$ cat src/rtl/regfile_port_arbiter_if.sv
// ---------------------------------------------------------------------------
// regfile_port_arbiter_if
// Purpose: groups every bus-level signal of the register file port arbiter.
// It carries the two requester command channels (A = scheduler/ALU issue,
// B = memory-load writeback), the single byte-wide register file port, the
// shared completion channel and the busy flag.
// Ports (signals):
//   a_*/b_*     : valid/ready handshake plus write, wide, reg, wdata fields
//   rf_*        : address, write enable, write data, combinational read data
//   resp_*      : one-cycle completion pulse, requester id, read result
//   busy        : arbiter is in the middle of a command
// Modports:
//   slave  : the arbiter side
//   master : the environment side (requesters + register file)
// ---------------------------------------------------------------------------
interface regfile_port_arbiter_if #(
  parameter int REG_BITS   = 8,
  parameter int LOG2_NREGS = 3
);
  logic                    a_valid;
  logic                    a_ready;
  logic                    a_write;
  logic                    a_wide;
  logic [LOG2_NREGS-1:0]   a_reg;
  logic [2*REG_BITS-1:0]   a_wdata;

  logic                    b_valid;
  logic                    b_ready;
  logic                    b_write;
  logic                    b_wide;
  logic [LOG2_NREGS-1:0]   b_reg;
  logic [2*REG_BITS-1:0]   b_wdata;

  logic [LOG2_NREGS-1:0]   rf_addr;
  logic                    rf_we;
  logic [REG_BITS-1:0]     rf_wdata;
  logic [REG_BITS-1:0]     rf_rdata;

  logic                    resp_valid;
  logic                    resp_id;
  logic [2*REG_BITS-1:0]   resp_rdata;

  logic                    busy;

  modport slave (
    input  a_valid, a_write, a_wide, a_reg, a_wdata,
    output a_ready,
    input  b_valid, b_write, b_wide, b_reg, b_wdata,
    output b_ready,
    output rf_addr, rf_we, rf_wdata,
    input  rf_rdata,
    output resp_valid, resp_id, resp_rdata,
    output busy
  );

  modport master (
    output a_valid, a_write, a_wide, a_reg, a_wdata,
    input  a_ready,
    output b_valid, b_write, b_wide, b_reg, b_wdata,
    input  b_ready,
    input  rf_addr, rf_we, rf_wdata,
    output rf_rdata,
    input  resp_valid, resp_id, resp_rdata,
    input  busy
  );
endinterface

$ cat src/rtl/regfile_port_arbiter.sv
// ---------------------------------------------------------------------------
// regfile_port_arbiter
// Purpose: shares the single byte-wide register file port between requester
// A (scheduler/ALU issue) and requester B (memory-load writeback). Each
// command is a byte access or a register-pair access; pair accesses are split
// into a low-byte cycle at reg followed by a high-byte cycle at reg+1
// (wrapping to 0). Completion is reported one cycle after the last access on
// a shared response channel tagged with the requester id.
// Ports:
//   clk   : clock, everything updates on its rising edge
//   reset : synchronous, active-high reset
//   bus   : regfile_port_arbiter_if.slave (command channels, rf port,
//           response channel, busy)
// ---------------------------------------------------------------------------
module regfile_port_arbiter #(
  parameter int REG_BITS   = 8,
  parameter int LOG2_NREGS = 3
) (
  input  logic                    clk,
  input  logic                    reset,
  regfile_port_arbiter_if.slave   bus
);

  typedef enum logic [1:0] {
    S_IDLE = 2'd0,
    S_LO   = 2'd1,
    S_HI   = 2'd2
  } state_t;

  state_t                  r_state;
  state_t                  w_nextState;

  logic                    r_lastGrant;
  logic                    r_write;
  logic                    r_wide;
  logic                    r_id;
  logic [LOG2_NREGS-1:0]   r_reg;
  logic [2*REG_BITS-1:0]   r_wdata;
  logic [REG_BITS-1:0]     r_loByte;

  logic                    r_respValid;
  logic                    r_respId;
  logic [2*REG_BITS-1:0]   r_respRdata;

  logic                    w_idle;
  logic                    w_aReady;
  logic                    w_bReady;
  logic                    w_accept;
  logic [LOG2_NREGS-1:0]   w_hiReg;

  // Round-robin grant: r_lastGrant is 1 when B won last, so on a tie the
  // other requester wins. A requester alone is always granted while idle,
  // which makes the two readies mutually exclusive by construction.
  assign w_idle   = (r_state == S_IDLE);
  assign w_aReady = w_idle & bus.a_valid & (~bus.b_valid | r_lastGrant);
  assign w_bReady = w_idle & bus.b_valid & (~bus.a_valid | ~r_lastGrant);
  assign w_accept = w_aReady | w_bReady;

  // The high half of a pair lives in the next register; the natural
  // overflow of the index width gives the 7 -> 0 wrap for free.
  assign w_hiReg  = r_reg + LOG2_NREGS'(1);

  assign bus.a_ready    = w_aReady;
  assign bus.b_ready    = w_bReady;
  assign bus.resp_valid = r_respValid;
  assign bus.resp_id    = r_respId;
  assign bus.resp_rdata = r_respRdata;
  assign bus.busy       = ~w_idle;

  // State register. Reset drops any in-flight command straight back to IDLE.
  always_ff @(posedge clk) begin
    if (reset) begin
      r_state <= S_IDLE;
    end else begin
      r_state <= w_nextState;
    end
  end

  // Next-state and register file port drive. The port is parked at zero in
  // IDLE so the register file never sees a stray write between commands.
  always_comb begin
    w_nextState  = r_state;
    bus.rf_addr  = '0;
    bus.rf_we    = 1'b0;
    bus.rf_wdata = '0;
    case (r_state)
      S_IDLE: begin
        if (w_accept) begin
          w_nextState = S_LO;
        end
      end
      S_LO: begin
        bus.rf_addr  = r_reg;
        bus.rf_we    = r_write;
        bus.rf_wdata = r_wdata[REG_BITS-1:0];
        w_nextState  = r_wide ? S_HI : S_IDLE;
      end
      S_HI: begin
        bus.rf_addr  = w_hiReg;
        bus.rf_we    = r_write;
        bus.rf_wdata = r_wdata[2*REG_BITS-1:REG_BITS];
        w_nextState  = S_IDLE;
      end
      default: begin
        w_nextState  = S_IDLE;
      end
    endcase
  end

  // Command latch. Fields are sampled only at accept time, so requesters may
  // change them freely once their ready has been seen.
  always_ff @(posedge clk) begin
    if (reset) begin
      r_lastGrant <= 1'b1;
      r_write     <= 1'b0;
      r_wide      <= 1'b0;
      r_id        <= 1'b0;
      r_reg       <= '0;
      r_wdata     <= '0;
    end else if (w_accept) begin
      r_lastGrant <= w_bReady;
      r_id        <= w_bReady;
      r_write     <= w_bReady ? bus.b_write : bus.a_write;
      r_wide      <= w_bReady ? bus.b_wide  : bus.a_wide;
      r_reg       <= w_bReady ? bus.b_reg   : bus.a_reg;
      r_wdata     <= w_bReady ? bus.b_wdata : bus.a_wdata;
    end
  end

  // The low byte of a pair read has to survive into the HI cycle, where it
  // is merged with the high byte to form the response.
  always_ff @(posedge clk) begin
    if (reset) begin
      r_loByte <= '0;
    end else if (r_state == S_LO) begin
      r_loByte <= bus.rf_rdata;
    end
  end

  // Response channel. The pulse is registered off the final access cycle so
  // it lands in the following IDLE cycle; id and data are zero whenever the
  // pulse is low, and read data is forced to zero for writes.
  always_ff @(posedge clk) begin
    if (reset) begin
      r_respValid <= 1'b0;
      r_respId    <= 1'b0;
      r_respRdata <= '0;
    end else begin
      r_respValid <= 1'b0;
      r_respId    <= 1'b0;
      r_respRdata <= '0;
      if (r_state == S_LO && !r_wide) begin
        r_respValid <= 1'b1;
        r_respId    <= r_id;
        r_respRdata <= r_write ? '0 : {{REG_BITS{1'b0}}, bus.rf_rdata};
      end else if (r_state == S_HI) begin
        r_respValid <= 1'b1;
        r_respId    <= r_id;
        r_respRdata <= r_write ? '0 : {bus.rf_rdata, r_loByte};
      end
    end
  end

endmodule

$ cat src/flat_wrapper.sv
// flat-port wrapper written by rule: the top's interface ports become plain ports
module regfile_port_arbiter_flat 
#(
  parameter int REG_BITS   = 8,
  parameter int LOG2_NREGS = 3
)
  (clk, reset, bus_a_valid, bus_a_write, bus_a_wide, bus_a_reg, bus_a_wdata, bus_a_ready, bus_b_valid, bus_b_write, bus_b_wide, bus_b_reg, bus_b_wdata, bus_b_ready, bus_rf_addr, bus_rf_we, bus_rf_wdata, bus_rf_rdata, bus_resp_valid, bus_resp_id, bus_resp_rdata, bus_busy);
  regfile_port_arbiter_if #(.REG_BITS(REG_BITS), .LOG2_NREGS(LOG2_NREGS)) bus_i ();
  input  logic clk;
  input  logic reset;
  input wire logic [$bits(bus_i.a_valid)-1:0] bus_a_valid;
  input wire logic [$bits(bus_i.a_write)-1:0] bus_a_write;
  input wire logic [$bits(bus_i.a_wide)-1:0] bus_a_wide;
  input wire logic [$bits(bus_i.a_reg)-1:0] bus_a_reg;
  input wire logic [$bits(bus_i.a_wdata)-1:0] bus_a_wdata;
  output wire logic [$bits(bus_i.a_ready)-1:0] bus_a_ready;
  input wire logic [$bits(bus_i.b_valid)-1:0] bus_b_valid;
  input wire logic [$bits(bus_i.b_write)-1:0] bus_b_write;
  input wire logic [$bits(bus_i.b_wide)-1:0] bus_b_wide;
  input wire logic [$bits(bus_i.b_reg)-1:0] bus_b_reg;
  input wire logic [$bits(bus_i.b_wdata)-1:0] bus_b_wdata;
  output wire logic [$bits(bus_i.b_ready)-1:0] bus_b_ready;
  output wire logic [$bits(bus_i.rf_addr)-1:0] bus_rf_addr;
  output wire logic [$bits(bus_i.rf_we)-1:0] bus_rf_we;
  output wire logic [$bits(bus_i.rf_wdata)-1:0] bus_rf_wdata;
  input wire logic [$bits(bus_i.rf_rdata)-1:0] bus_rf_rdata;
  output wire logic [$bits(bus_i.resp_valid)-1:0] bus_resp_valid;
  output wire logic [$bits(bus_i.resp_id)-1:0] bus_resp_id;
  output wire logic [$bits(bus_i.resp_rdata)-1:0] bus_resp_rdata;
  output wire logic [$bits(bus_i.busy)-1:0] bus_busy;
  assign bus_i.a_valid = bus_a_valid;
  assign bus_i.a_write = bus_a_write;
  assign bus_i.a_wide = bus_a_wide;
  assign bus_i.a_reg = bus_a_reg;
  assign bus_i.a_wdata = bus_a_wdata;
  assign bus_a_ready = bus_i.a_ready;
  assign bus_i.b_valid = bus_b_valid;
  assign bus_i.b_write = bus_b_write;
  assign bus_i.b_wide = bus_b_wide;
  assign bus_i.b_reg = bus_b_reg;
  assign bus_i.b_wdata = bus_b_wdata;
  assign bus_b_ready = bus_i.b_ready;
  assign bus_rf_addr = bus_i.rf_addr;
  assign bus_rf_we = bus_i.rf_we;
  assign bus_rf_wdata = bus_i.rf_wdata;
  assign bus_i.rf_rdata = bus_rf_rdata;
  assign bus_resp_valid = bus_i.resp_valid;
  assign bus_resp_id = bus_i.resp_id;
  assign bus_resp_rdata = bus_i.resp_rdata;
  assign bus_busy = bus_i.busy;
  regfile_port_arbiter #(.REG_BITS(REG_BITS), .LOG2_NREGS(LOG2_NREGS)) u_core (.clk(clk), .reset(reset), .bus(bus_i));
endmodule
$ cat config.mk
export PLATFORM = sky130hd
export DESIGN_NAME = regfile_port_arbiter_flat
export DESIGN_NICKNAME = d
export VERILOG_FILES = /design/src/rtl/regfile_port_arbiter_if.sv /design/src/rtl/regfile_port_arbiter.sv /design/src/flat_wrapper.sv
export SDC_FILE = /design/constraint.sdc
export NUM_CORES = 1
export LEC_CHECK = 0
export BUFFER_PORTS_ARGS = -buffer_cell sky130_fd_sc_hd__buf_2
export CORE_MARGIN = 10
export CORE_UTILIZATION = 44
export CTS_CLUSTER_SIZE = 25
export DETAILED_ROUTE_END_ITERATION = 7
export PLACE_DENSITY_LB_ADDON = 0.1
export SLEW_MARGIN = 20
export SYNTH_ARGS = -nofsm -noshare
export SYNTH_HDL_FRONTEND = slang
export SYNTH_SLANG_ARGS = --single-unit
$ cat constraint.sdc
create_clock -name clk -period 1.4 [get_ports clk]
set_input_delay 0.28 -clock clk [delete_from_list [all_inputs] [get_ports clk]]
set_output_delay 0.28 -clock clk [all_outputs]
set_load 0.02 [all_outputs]
Yosys cells after proc, flatten, opt, wreduce, memory -nomap -nowiden
Cells that the tools add are included.
{ "classes": {"n_addsub": 1, "n_eq_ne": 3, "muxes": 18, "bitwise": 11, "reduce_logical": 4} }
{ "op_table": {"columns": ["op", "count"], "rows": [
  ["16-bit two-way mux", 4],
  ["8-bit case mux with 2 select lines", 1],
  ["8-bit two-way mux", 1],
  ["1-bit two-way mux", 7],
  ["3-bit case mux with 2 select lines", 1],
  ["1-bit bitwise AND", 4],
  ["2-bit two-way mux", 2],
  ["1-bit NOT", 4],
  ["2-bit case mux with 2 select lines", 1],
  ["3-bit by 1-bit adder with 3-bit output (second input constant)", 1],
  ["3-bit two-way mux", 1],
  ["1-bit bitwise OR", 3],
  ["2-bit by 1-bit equality test with 1-bit output (second input constant)", 1],
  ["2-bit equality test (second input constant)", 1],
  ["2-bit logical NOT", 1],
  ["2-bit inequality test (second input constant)", 1],
  ["2-bit OR reduction", 1],
  ["1-bit logical AND", 1],
  ["1-bit logical NOT", 1]
]} }
{ "totals": {"ff_bits": 51, "inputBits": 54, "elab_cells": 48} }

Longest topological paths before layout
Gate-level depths: netlist of the first run.
{ "logic_depth": {"depth_word": 6, "ltp_mapped": 6} }

Least setup slack after synthesis of the first run
OpenSTA, ideal clock, no wires.
{ "synth_timing": {"kind": "flip-flop to output port", "start": "register u_core.r_state[1]", "end": "output port bus_rf_addr[2]", "arrival_time_ns": 1.590, "required_time_ns": 1.120, "setup_slack_ns": -0.470, "path_stages_with_launch": 7, "path_buffers": 2, "path_cell_list": "dfxtp_1 inv_1 ha_1 buf_2 buf_2 o21ai_0 a21boi_0"} }
{ "synth_via": {"elab_chain_len": 2, "elab_cells_between_ends": 3} }
{ "synth_rtl": {"columns": ["item", "line_no", "source"], "rows": [
  ["from (decl)", "regfile_port_arbiter.sv:30", "state_t r_state;"],
  ["from (signal assigned)", "regfile_port_arbiter.sv:75", "r_state <= w_nextState;"],
  ["2-bit equality test / 2-bit by 1-bit equality test with 1-bit output (equally long branches)", "regfile_port_arbiter.sv:86", "case (r_state)"],
  ["3-bit case mux with 2 select lines (*)", "regfile_port_arbiter.sv:86", null],
  ["to (decl)", "flat_wrapper.sv:23", "output wire logic [$bits(bus_i.rf_addr)-1:0] bus_rf_addr;"]
]} }
Mark *: on every way between the ends. The rest lies on a longest branch, timed or not.

Worst setup path in the final report of the first run
Ends and elaborated chain as after synthesis.

==> results list, run 1 <==
- Buffers inserted to repair hold after CTS numbered 0.
- The share of the Yosys chip area taken by registers is a little over two fifths.
* Failing checks: setup timing
* Final hold violations: 0
- In this run the horizontal extent of the chip is between 90 and 100 um.
- Leaving out fill and tap cells, the most frequent cell in the layout is sky130_fd_sc_hd__buf_2.
- Share of synthesized registers carrying an async set or reset: 0%
- Count of input and output buffers: 86
- The floorplan step defined a die boundary enclosing about 8600 sq um.
- VDD IR-drop max: roughly 0.84 mV
- Number of max-cap violations: 0
- During synthesis, Yosys emitted a total of 0 warnings.
* Max Buffers Root-to-Sink: 2
- Antenna violation net count after detailed routing: 0
- GRT overflow: 0
- Number of iterations in the first detailed-routing pass: 4
- Averaged over all synthesized cells, the footprint is 9.171 sq um.
- The number of max-slew violations in the final report is 0.
* Wirelength per Cell: between 15 and 20 um
* Fraction of final layout cells sized beyond drive strength 1: 58.97%
- From bottom edge to top edge, the die measures between 90 and 100 um.
* Setup slack of the critical path after layout: -342.0 ps
- Area of all placed cells without fillers: between 3000 and 4000 sq um
* Share of the cycle needed by the critical path after routing: 124.4%
* Via count of the first global-routing pass: roughly 2400
* First-pass GRT wire length: roughly 12000 um
* Final RePlAce weighted congestion: between 0.7 and 0.8
- Power density over the cells: 1153 nW/um^2
- Slew @ Worst Pin: between 700 and 800 ps
* Final setup TNS: -5852 ps
* Ant. Diodes: 0
- Capturing element type of the critical path: output port
- Most common flop cell mapped by yosys: sky130_fd_sc_hd__dfxtp_1
- In the layout the commonest cells are sky130_fd_sc_hd__buf_2 (71), sky130_fd_sc_hd__dfxtp_1 (49), sky130_fd_sc_hd__buf_6 (32), sky130_fd_sc_hd__nor2_1 (28), sky130_fd_sc_hd__buf_4 (20).
- Post-synth design cell area: about 2300 sq um
* Initial antenna violation count: 0
- Tmin final: 1742 ps
- Status: finished, violations left
- Synthesized netlist net count: around 320
* Largest area contributor in the netlist: sky130_fd_sc_hd__dfxtp_1
- Gate count after technology mapping: about 260
- Number of vias in the routed layout: 2427
- Count of cell types in the netlist: 31
* Count of boundary I/O pins: 87
- Layout area overhead: 65.33%
* Rel. slew slack: between 50% and 60%
- The count of cells in the finished layout, fillers not included, comes to between 400 and 500.
- Crit Path Category: flop to output port
* Worst reg-to-reg setup slack: -100 ps
* Leakage: ~1.6 nW
- Aggregate routed wire length: ~8000 um
- Counting every sink on the clock net gives 51.
- Once the floorplan was initialized, standard cells occupied a little under half of the core.
* Clock buffer count from CTS: 5
- After floorplanning, the core was sized to cover ~5000 sq um.
- Number of synthesized flops with an enable pin: 0
* Maximum net fanout on the critical path: 4
- Setup violations remaining at the end of the flow were counted as 45.
- GRT Total Usage: between 10% and 20%
* Dpl hpwl: 5211 um
- By area the synthesized netlist is led by sky130_fd_sc_hd__dfxtp_1 (44%), sky130_fd_sc_hd__a2111oi_0 (7.9%), sky130_fd_sc_hd__nor2_1 (5.6%).
- Clock-pin slew was measured on the worst setup and hold paths at around 90 ps.
- Once placement finished, the instance area stood at ~3000 sq um.
- In this run the biggest area consumer among cell types represents 43.66% of the synthesized area.
* Ratio of routed vias to standard cells: 5.541
* DR iter-0 viols: around 130
- TritonCTS clock tree: yes
- Maximum number of pins on one net before global-route repair: 26
* CP Launch Type: flop
- RSZ-0062 raised after global routing: yes
- CTS built an H-tree with a depth of 2.
- Derived from the worst setup path, the maximum achievable clock frequency is roughly 0.57 GHz.
- Data on the critical path is required at its endpoint by ~1100 ps.
- At the worst endpoint, the arrival time is about 1500 ps.
- Clock tree synthesis selected as its root buffer the cell sky130_fd_sc_hd__clkbuf_8.
* Number of design rule violations left after detail routing: 0
- Layout Skew: ~6.4 ps
* Row count: 26
- The clock reaches the later pin of the worst-skew pair after 310 ps.
* #FFs+latches synth: 51
- Number of placed instances with taps included: about 410
* Type of the tightest min-delay check: input port to flop
- The final layout contains roughly 430 nets.
==> logic make-up after synthesis <==
| family | Yosys count | synth area share, % |
|---|---|---|
| AOI/OAI and AO/OA | 47 | 16.11 |
| adders and majority gates | 7 | 3.745 |
| buffers and inverters | 30 | 7.383 |
| DFF | 51 | 43.66 |
| muxes | 9 | 3.906 |
| and+or+nand+nor | 111 | 25.20 |
==> area by class of cell <==
class                           count  area [sq um]
Timing Repair Buffer              128         955.9
Sequential cell                    51          1028
Clock buffer                        6         72.57
Timing Repair inverter              1         6.256
Tap cell                           70         87.58
Clock inverter                      2         16.27
Multi-Input combinational cell    174          1662
Inverter                            6         37.54
Fill cell                         374          1274
==> path summary, 6_finish.rpt <==
path                                                  end               start  depth (start not counted)
worst max-delay path                       bus_rf_addr[2]   u_core.r_state[1]                          6
worst min-delay path            u_core.bus.resp_rdata[11]     bus_rf_rdata[3]                          2
worst max register to register            u_core.r_reg[1]   u_core.r_state[0]                          7
worst min register to register   u_core.bus.resp_rdata[5]  u_core.r_loByte[5]                          1
==> stage by stage <==
step	setup slack, ps	hold slack [ps]	power, W	util, %
detailed placement	-226.4	450.2	0.002938	58.81
CTS	-337.6	190.1	0.004174	69.38
floorplan	-66.01	401.7	0.002528	-
finish	-342.0	195.6	0.004459	75.22
global route	-394.7	185.2	0.004688	75.22
global placement	-162.8	443.5	0.002928	58.81
==> metal layers <==
metal  global-route usage [%]  vias to the layer above  wire (um)
met4                    4.113                        0        112
met3                    5.327                       11        511
li1                         -                     1167          -
met5                        0                        -          0
met2                    27.92                       88       4003
met1                    21.09                     1161       3397
==> repair_timing <==
action / 4_1_cts / 5_1_grt
pin swaps: 8 / 18
setup endpoints to repair: 56 / 57
buffers inserted: 8 / 9
gates cloned: 2 / 0
gates resized for setup: 103 / 57
==> cell usage after synthesis (3+ instances only) <==
cell,number
sky130_fd_sc_hd__dfxtp_1,51
sky130_fd_sc_hd__nor2_1,35
sky130_fd_sc_hd__a2111oi_0,21
sky130_fd_sc_hd__nor4_1,21
sky130_fd_sc_hd__nor3_1,19
sky130_fd_sc_hd__nor2b_1,12
sky130_fd_sc_hd__and2_1,10
sky130_fd_sc_hd__buf_2,10
sky130_fd_sc_hd__a22oi_1,9
sky130_fd_sc_hd__clkbuf_1,9
sky130_fd_sc_hd__a22o_1,8
sky130_fd_sc_hd__mux2i_1,8
sky130_fd_sc_hd__ha_1,7
sky130_fd_sc_hd__inv_1,5
sky130_fd_sc_hd__nand2_1,4
sky130_fd_sc_hd__a21oi_1,3
sky130_fd_sc_hd__nor3_2,3
==> critical path: stages, from the launching register on <==
cell	delay, ps
sky130_fd_sc_hd__dfxtp_4	370
sky130_fd_sc_hd__buf_6	130
sky130_fd_sc_hd__ha_4	170
sky130_fd_sc_hd__nor2b_4	120
sky130_fd_sc_hd__o21ai_2	160
sky130_fd_sc_hd__a21boi_4	70
sky130_fd_sc_hd__buf_6	130
==> power by group <==
group          internal (W)  switching, W
Sequential          0.00162      0.000135
Combinational      0.000921      0.000936
Clock              0.000360      0.000491
Total               0.00290       0.00156
No activity file was read; power rests on OpenSTA's default activity.
==> inputs of run 2 (changes only) <==
- CORE_ASPECT_RATIO: default -> 0.7
- GPL_TIMING_DRIVEN: default -> 0
- HOLD_SLACK_MARGIN: default -> 0.12
==> results list, run 2 (synthesis gave the netlist of run 1 again) <==
- The flow ran to the end, but the final reports show violations.
- Failing checks: setup timing
* Wirelength per Cell: around 24 um
- In this run the deepest clock path goes through 2 buffers.
* Clock root buffer master: sky130_fd_sc_hd__clkbuf_8
* Count of boundary I/O pins: 87
- Capturing element type of the critical path: output port
* Ratio of routed vias to standard cells: approximately 6
- Data arrival time of the worst path: 1560 ps
- Maximum number of pins on one net before global-route repair: 18
- The number of global-route vias before repair was roughly 2600.
* Hold path cells: 2
- On the final layout, the worst hold slack is between 150 and 200 ps.
- TritonCTS built the clock tree.
- The number of antenna violations at the first check in global routing is 0.
* Clock Pin Slew Worst Setup and Hold Paths: about 100 ps
- Final hold violations: 0
* Number of vias in the routed layout: roughly 2800
* Slowest stage cell on the critical path: sky130_fd_sc_hd__dfxtp_4
- Setup violations remaining at the end of the flow were counted as 48.
- Across the run, the number of max-cap violations was 0.
* Filler cell count: 231
- The region available for standard cell placement spans ~5200 sq um.
- Global routing finished with a remaining overflow of 0.
- Row count: 22
* Crit Path Category: flop to output port
- Aggregate routed wire length: approximately 11000 um
* Most common library cell in the layout ignoring fill and taps: sky130_fd_sc_hd__buf_2
- Startpoint of the most critical register-to-register path: u_core.r_state[0]
- Min-delay src: bus_rf_rdata[2]
* Share of the cycle needed by the critical path after routing: 131.7%
- The worst hold path terminates at u_core.bus.resp_rdata[10].
- Worst R2R Path Depth: 7
* RSZ-0062 raised after global routing: yes
* Largest incremental delay on the critical path: roughly 390 ps
- The clock net in this run drives a total of 51 sinks.
- In the routed design, unresolved DRC markers number 0.
* DR iter-0 viols: 201
* Worst reg-to-reg setup slack: -340 ps
* Antenna violation net count after detailed routing: 0
- Of all nets on the critical path, the largest fanout is 6.
* Final RePlAce weighted congestion: 0.8472
- Most frequent cell on the critical path: sky130_fd_sc_hd__buf_6
* Endpoint of the most critical register-to-register path: u_core.r_wdata[14]
- Family with the most delay on the worst path: flip-flops
* Fraction of final layout cells sized beyond drive strength 1: about two thirds
- For this configuration, the core starts out at a cell density of about 45%.
- The repair_antennas step left the layout with diodes totalling 0.
- For this run, the total global-route usage over all layers was measured as between 20 and 25%.
* Worst-skew pair later-pin latency: between 300 and 400 ps
- Layout area overhead: 92.78%
* Die Ht: 81.00 um
- Counting both buffers and inverters, the worst setup path holds a total of 2.
* Count of final max-slew check failures: 0
- Layout Skew: about 2.9 ps
- The die covers ~8700 sq um.
- Walking the worst path, the cells encountered are buf_6 -> ha_4 -> nor2b_4 -> o21ai_2 -> a21boi_2 -> buf_6.
- Die outline width: roughly 110 um
* Dpl hpwl: about 5500 um
- Max H-tree Level: 2
* Power density over the cells: between 1000 and 1500 nW/um^2
- Slew @ Worst Pin: approximately 1300 ps
- The worst setup path is launched from a flop.
* Rel. slew slack: between 10% and 20%
- Type of the tightest min-delay check: input port to flop
* VDD IR-drop max: 0.9715 mV
* Hold Buf Count CTS: 0
* Total Nets Final: about 450
* Setup slack of the critical path after layout: -443.7 ps
* Most frequent cells in the layout: sky130_fd_sc_hd__buf_2 (73), sky130_fd_sc_hd__dfxtp_1 (49), sky130_fd_sc_hd__buf_6 (37), sky130_fd_sc_hd__nor2_1 (19)
- Tmin final: around 1800 ps
- Clock buffer count from CTS: 5
- Top achievable clock speed: around 0.54 GHz
- The first detailed-routing pass ran for 5 iterations.
- The first global-routing pass estimated roughly 14000 um of wire.
- Leakage: 1.746 nW
* CP Data Required Time: between 1000 and 1500 ps
- Worst setup slack before clock tree synthesis: -330.1 ps
- In this run the tool buffered the top-level ports with between 80 and 90 buffer cells.
-- run 2: cell types whose count changed in the layout (fill, tap and decap cells not counted), moves of 6 or more --
| cell | delta |
|---|---|
| sky130_fd_sc_hd__a2111oi_4 | +13 |
| sky130_fd_sc_hd__nor2_1 | -9 |
| sky130_fd_sc_hd__nor2_2 | +7 |
| sky130_fd_sc_hd__nor4_2 | +7 |
| sky130_fd_sc_hd__a2111oi_0 | -6 |
| sky130_fd_sc_hd__a2111oi_2 | -6 |
| sky130_fd_sc_hd__nor4_1 | -6 |
-- run 2: worst reg2reg max path: stages, from the launching register on --
cell and delay (ps):
sky130_fd_sc_hd__dfxtp_4 390, sky130_fd_sc_hd__inv_6 90, sky130_fd_sc_hd__ha_4 190, sky130_fd_sc_hd__buf_12 130, sky130_fd_sc_hd__inv_8 40, sky130_fd_sc_hd__buf_4 130, sky130_fd_sc_hd__a2111oi_1 540, sky130_fd_sc_hd__nor4_1 100
-- run 2: timing repair --
action / in CTS / in global routing
gates cloned: 2 / 1
pin swaps: 15 / 28
resized for setup: 143 / 110
setup buffers: 30 / 18
endpoints found under the setup margin: 48 / 64
-- run 2: how the worst max path moves through the flow --
stage / startpoint / end / depth (start not counted)
2_1_floorplan: u_core.r_state[1] / bus_rf_addr[2] / 6
6_report: u_core.r_state[1] / bus_rf_addr[2] / 6
4_1_cts: u_core.r_state[1] / bus_rf_wdata[4] / 7
5_1_grt: u_core.r_state[1] / bus_rf_wdata[7] / 6
3_5_place_dp: u_core.r_state[0] / u_core.r_wide / 6
3_3_place_gp: u_core.r_state[0] / bus_rf_addr[1] / 5
-- run 2: final cells by class --
| class | instances | area [sq um] | area share, % |
|---|---|---|---|
| multi-input cells | 174 | 1956 | 43.38 |
| repair buffers | 129 | 1037 | 23.01 |
| flip-flops and latches | 51 | 1028 | 22.81 |
| plain buffers | 21 | 241.5 | 5.357 |
| well taps | 72 | 90.09 | 1.998 |
| clock buffers | 5 | 68.82 | 1.527 |
| clock inverters | 3 | 46.29 | 1.027 |
| inverters | 6 | 40.04 | 0.8881 |
-- run 2: per-layer routing --
layer	wire length, um	up-vias	track usage, %
li1	-	1204	-
met1	4329	1358	26.02
met2	5449	171	31.57
met3	1068	38	6.008
met4	397	0	7.143
met5	0	-	0
-- run 2: where the power goes --
group	leakage, nW	total (W)	switching (W)	internal [W]
sequential	0.420	0.00179	0.000170	0.00162
combinational	1.27	0.00261	0.00129	0.00132
clock	0.0548	0.00107	0.000536	0.000539
-- run 2: per-stage QoR --
step / power [W] / cell area [sq um] / instances / utilization (%) / setup TNS, ps
after floorplan: 0.002528 / 2437 / 255 / - / -126.6
after global placement: 0.002865 / 2953 / 412 / 56.76 / -9615
after detailed placement: 0.002884 / 2953 / 412 / 56.76 / -10760
after CTS: 0.004680 / 3854 / 450 / 74.07 / -10440
after global routing: 0.005612 / 4508 / 461 / 86.65 / -13190
final: 0.005467 / 4508 / 461 / 86.65 / -10920
==> inputs of run 3 (changes only) <==
- BUFFER_PORTS_ARGS: -buffer_cell sky130_fd_sc_hd__buf_2 -> default
- CORE_UTILIZATION: 44 -> 56
- DONT_BUFFER_PORTS: default -> 1
==> results list, run 3 (synthesis gave the netlist of run 1 again) <==
- The run finished, with violations left.
* Failing checks: setup timing
- The final critical path takes up 151.4% of the cycle.
- In the routed design, unresolved DRC markers number 0.
- Summing all multi-input logic gate instances after layout gives 1802 sq um.
- Die outline width: between 90 and 100 um
- Fraction of final layout cells sized beyond drive strength 1: a little over half
- The number of cells on the worst reg-to-reg path is 9.
* Worst reg-to-reg setup slack: -720 ps
* Crit Path Category: flop to flop
* Hold path cells: 2
* Power density over the cells: between 1000 and 1500 nW/um^2
* Capturing element type of the critical path: flop
- Final hold violations: 0
- Clock buffer count from CTS: 5
* Number of vias in the routed layout: approximately 2600
* Filler cell count: between 100 and 150
* CP Data Required Time: approximately 1600 ps
* Aggregate routed wire length: around 12000 um
- Broken down by cell family, the worst path's largest delay share belongs to simple AND/OR/NAND/NOR gates.
- Total power consumption of the routed design: between 0.004 and 0.005 W
- The worst pin sits at a relative slew slack of between 40% and 50%.
* RSZ-0062 raised after global routing: yes
- Worst-skew pair later-pin latency: 340 ps
- Data arrival time of the worst path: 2310 ps
* Ant. Diodes: 0
- Via count of the first global-routing pass: around 2400
- Antenna violation net count after detailed routing: 0
* GRT overflow: 0
- Layout area overhead: 60.62%
* Max H-tree Level: 2
- DR iter-0 viols: 500
- Slew @ Worst Pin: about 760 ps
- The routed design could run at a clock period as short as 2119 ps.
- Summing all flip-flop and latch instances after layout gives ~1000 sq um.
- Endpoints failing setup: 63
- Number of iterations in the first detailed-routing pass: 6
* VDD IR-drop max: 1.358 mV
* Startpoint of the most critical register-to-register path: u_core.r_state[0]
* Most common library cell in the layout ignoring fill and taps: sky130_fd_sc_hd__dfxtp_1
- The startpoint identified for the worst hold timing path is bus_rf_rdata[6].
* Final RePlAce weighted congestion: between 0.8 and 0.9
- Leakage: approximately 1.3 nW
- For this run, the top clock speed supported by timing is 0.4719 GHz.
- Total core area: 3970 sq um
* Total number of clock tree sinks: just over 50
* CP Launch Type: flop
- TritonCTS built the clock tree.
- After layout, the worst setup slack is -719.3 ps.
- For this configuration, the core starts out at a cell density of approximately three fifths.
- Ratio of routed vias to standard cells: approximately 7.4
- The largest single stage delay on the critical path is 530 ps.
- The first global-routing pass estimated roughly 13000 um of wire.
- Max Buffers Root-to-Sink: 2
- Initial antenna violation count: 0
- Together, buffers and inverters on the worst path number 5.
* Hold EP: u_core.r_loByte[6]
* Die Ht: between 70 and 80 um
- Layout Skew: between 10 and 15 ps
- Clock Pin Slew Worst Setup and Hold Paths: ~100 ps
- Type of the tightest min-delay check: input port to flop
- Series of cell instances along the critical path: clkinvlp_4 -> ha_4 -> buf_12 -> nand2_8 -> buf_8 -> buf_16 -> buf_4 -> nor3_1 -> nor4_1
- The count of buffers added on input and output ports is 0.
- Die Outline Area: around 7000 sq um
* Slowest stage cell on the critical path: sky130_fd_sc_hd__nor3_1
- Final setup TNS: -19110 ps
* GRT Total Usage: 23.75%
- Maximum net fanout on the critical path: 5
- Clock tree synthesis selected as its root buffer the cell sky130_fd_sc_hd__clkbuf_8.
* Endpoint of the most critical register-to-register path: u_core.r_reg[1]
- In the final routed layout, each cell accounts on average for 33.82 um.
- During I/O placement, the number of pins put on the boundary was slightly below 90.
- The number of max-slew violations in the final report came to 0.
- The final layout contains about 360 nets.
- Maximum number of pins on one net before global-route repair: 16
- After floorplanning, the core was divided into 19 placement rows.
* Most frequent cells in the layout: sky130_fd_sc_hd__dfxtp_1 (49), sky130_fd_sc_hd__nor4_2 (16), sky130_fd_sc_hd__nor2_1 (15), sky130_fd_sc_hd__nor2_2 (14)
* Dpl hpwl: 5175 um
- Across the run, the number of max-cap violations was 0.
-- run 3: cell count changes in the layout (fill, tap and decap cells not counted), sizes merged --
| cell | previous run | this run |
|---|---|---|
| inv | 7 | 5 |
| clkbuf | 13 | 14 |
| buf | 142 | 49 |
| dlygate4sd3 | 0 | 8 |
| clkinvlp | 1 | 2 |
| clkinv | 0 | 1 |
| bufinv | 1 | 0 |
-- run 3: worst max-delay path by stage --
stage,cells after the start,start,to,slack [ps]
2_1_floorplan,6,u_core.r_state[1],bus_rf_addr[2],-70
3_3_place_gp,6,u_core.r_state[0],u_core.r_reg[2],-240
3_5_place_dp,6,u_core.r_state[0],u_core.r_wdata[0],-320
4_1_cts,4,u_core.r_state[0],bus_rf_wdata[2],-450
5_1_grt,9,u_core.r_state[0],u_core.r_reg[1],-730
6_report,9,u_core.r_state[0],u_core.r_reg[1],-720
-- run 3: through the flow --
step | utilization (%) | hold WS [ps] | instances | instance area, sq um | setup slack [ps]
detailed placement | 63.03 | 404.8 | 307 | 2502 | -322.5
floorplan | - | 401.7 | 255 | 2437 | -66.01
CTS | 83.86 | 120.8 | 346 | 3329 | -447.5
global route | 94.61 | 137.7 | 356 | 3756 | -730.7
global placement | 63.03 | 402.6 | 307 | 2502 | -239.0
finish | 94.61 | 130.8 | 356 | 3756 | -719.3
-- run 3: report_power, final --
group	leakage, nW	switching (W)	internal (W)
Sequential	0.420	0.000207	0.00162
Clock	0.0412	0.000571	0.000352
Combinational	0.849	0.00116	0.00108
-- run 3: repair_timing --
item / in CTS / in global routing
resized for setup: 101 / 80
buffers inserted: 20 / 12
gates cloned: 5 / 1
setup endpoints to repair: 48 / 64
hold buffers: 8 / 0
pin swaps: 26 / 30
endpoints found under the hold margin: 18 / 0
-- run 3: area by class of cell --
class,instances,share of cell area (%)
plain buffers,22,5.863
clock buffers,6,1.932
clock inverters,2,0.3331
inverters,6,0.8328
multi-input cells,174,47.97
flip-flops and latches,51,27.38
well taps,52,1.732
repair buffers,43,13.96
-- run 3: routing by layer --
layer / global-route usage [%] / up-vias / routed length, um
met1: 28.30 / 1255 / 4222
met4: 11.41 / 0 / 836
met5: 0 / - / 0
li1: - / 1032 / -
met3: 9.436 / 80 / 1535
met2: 37.35 / 270 / 5444
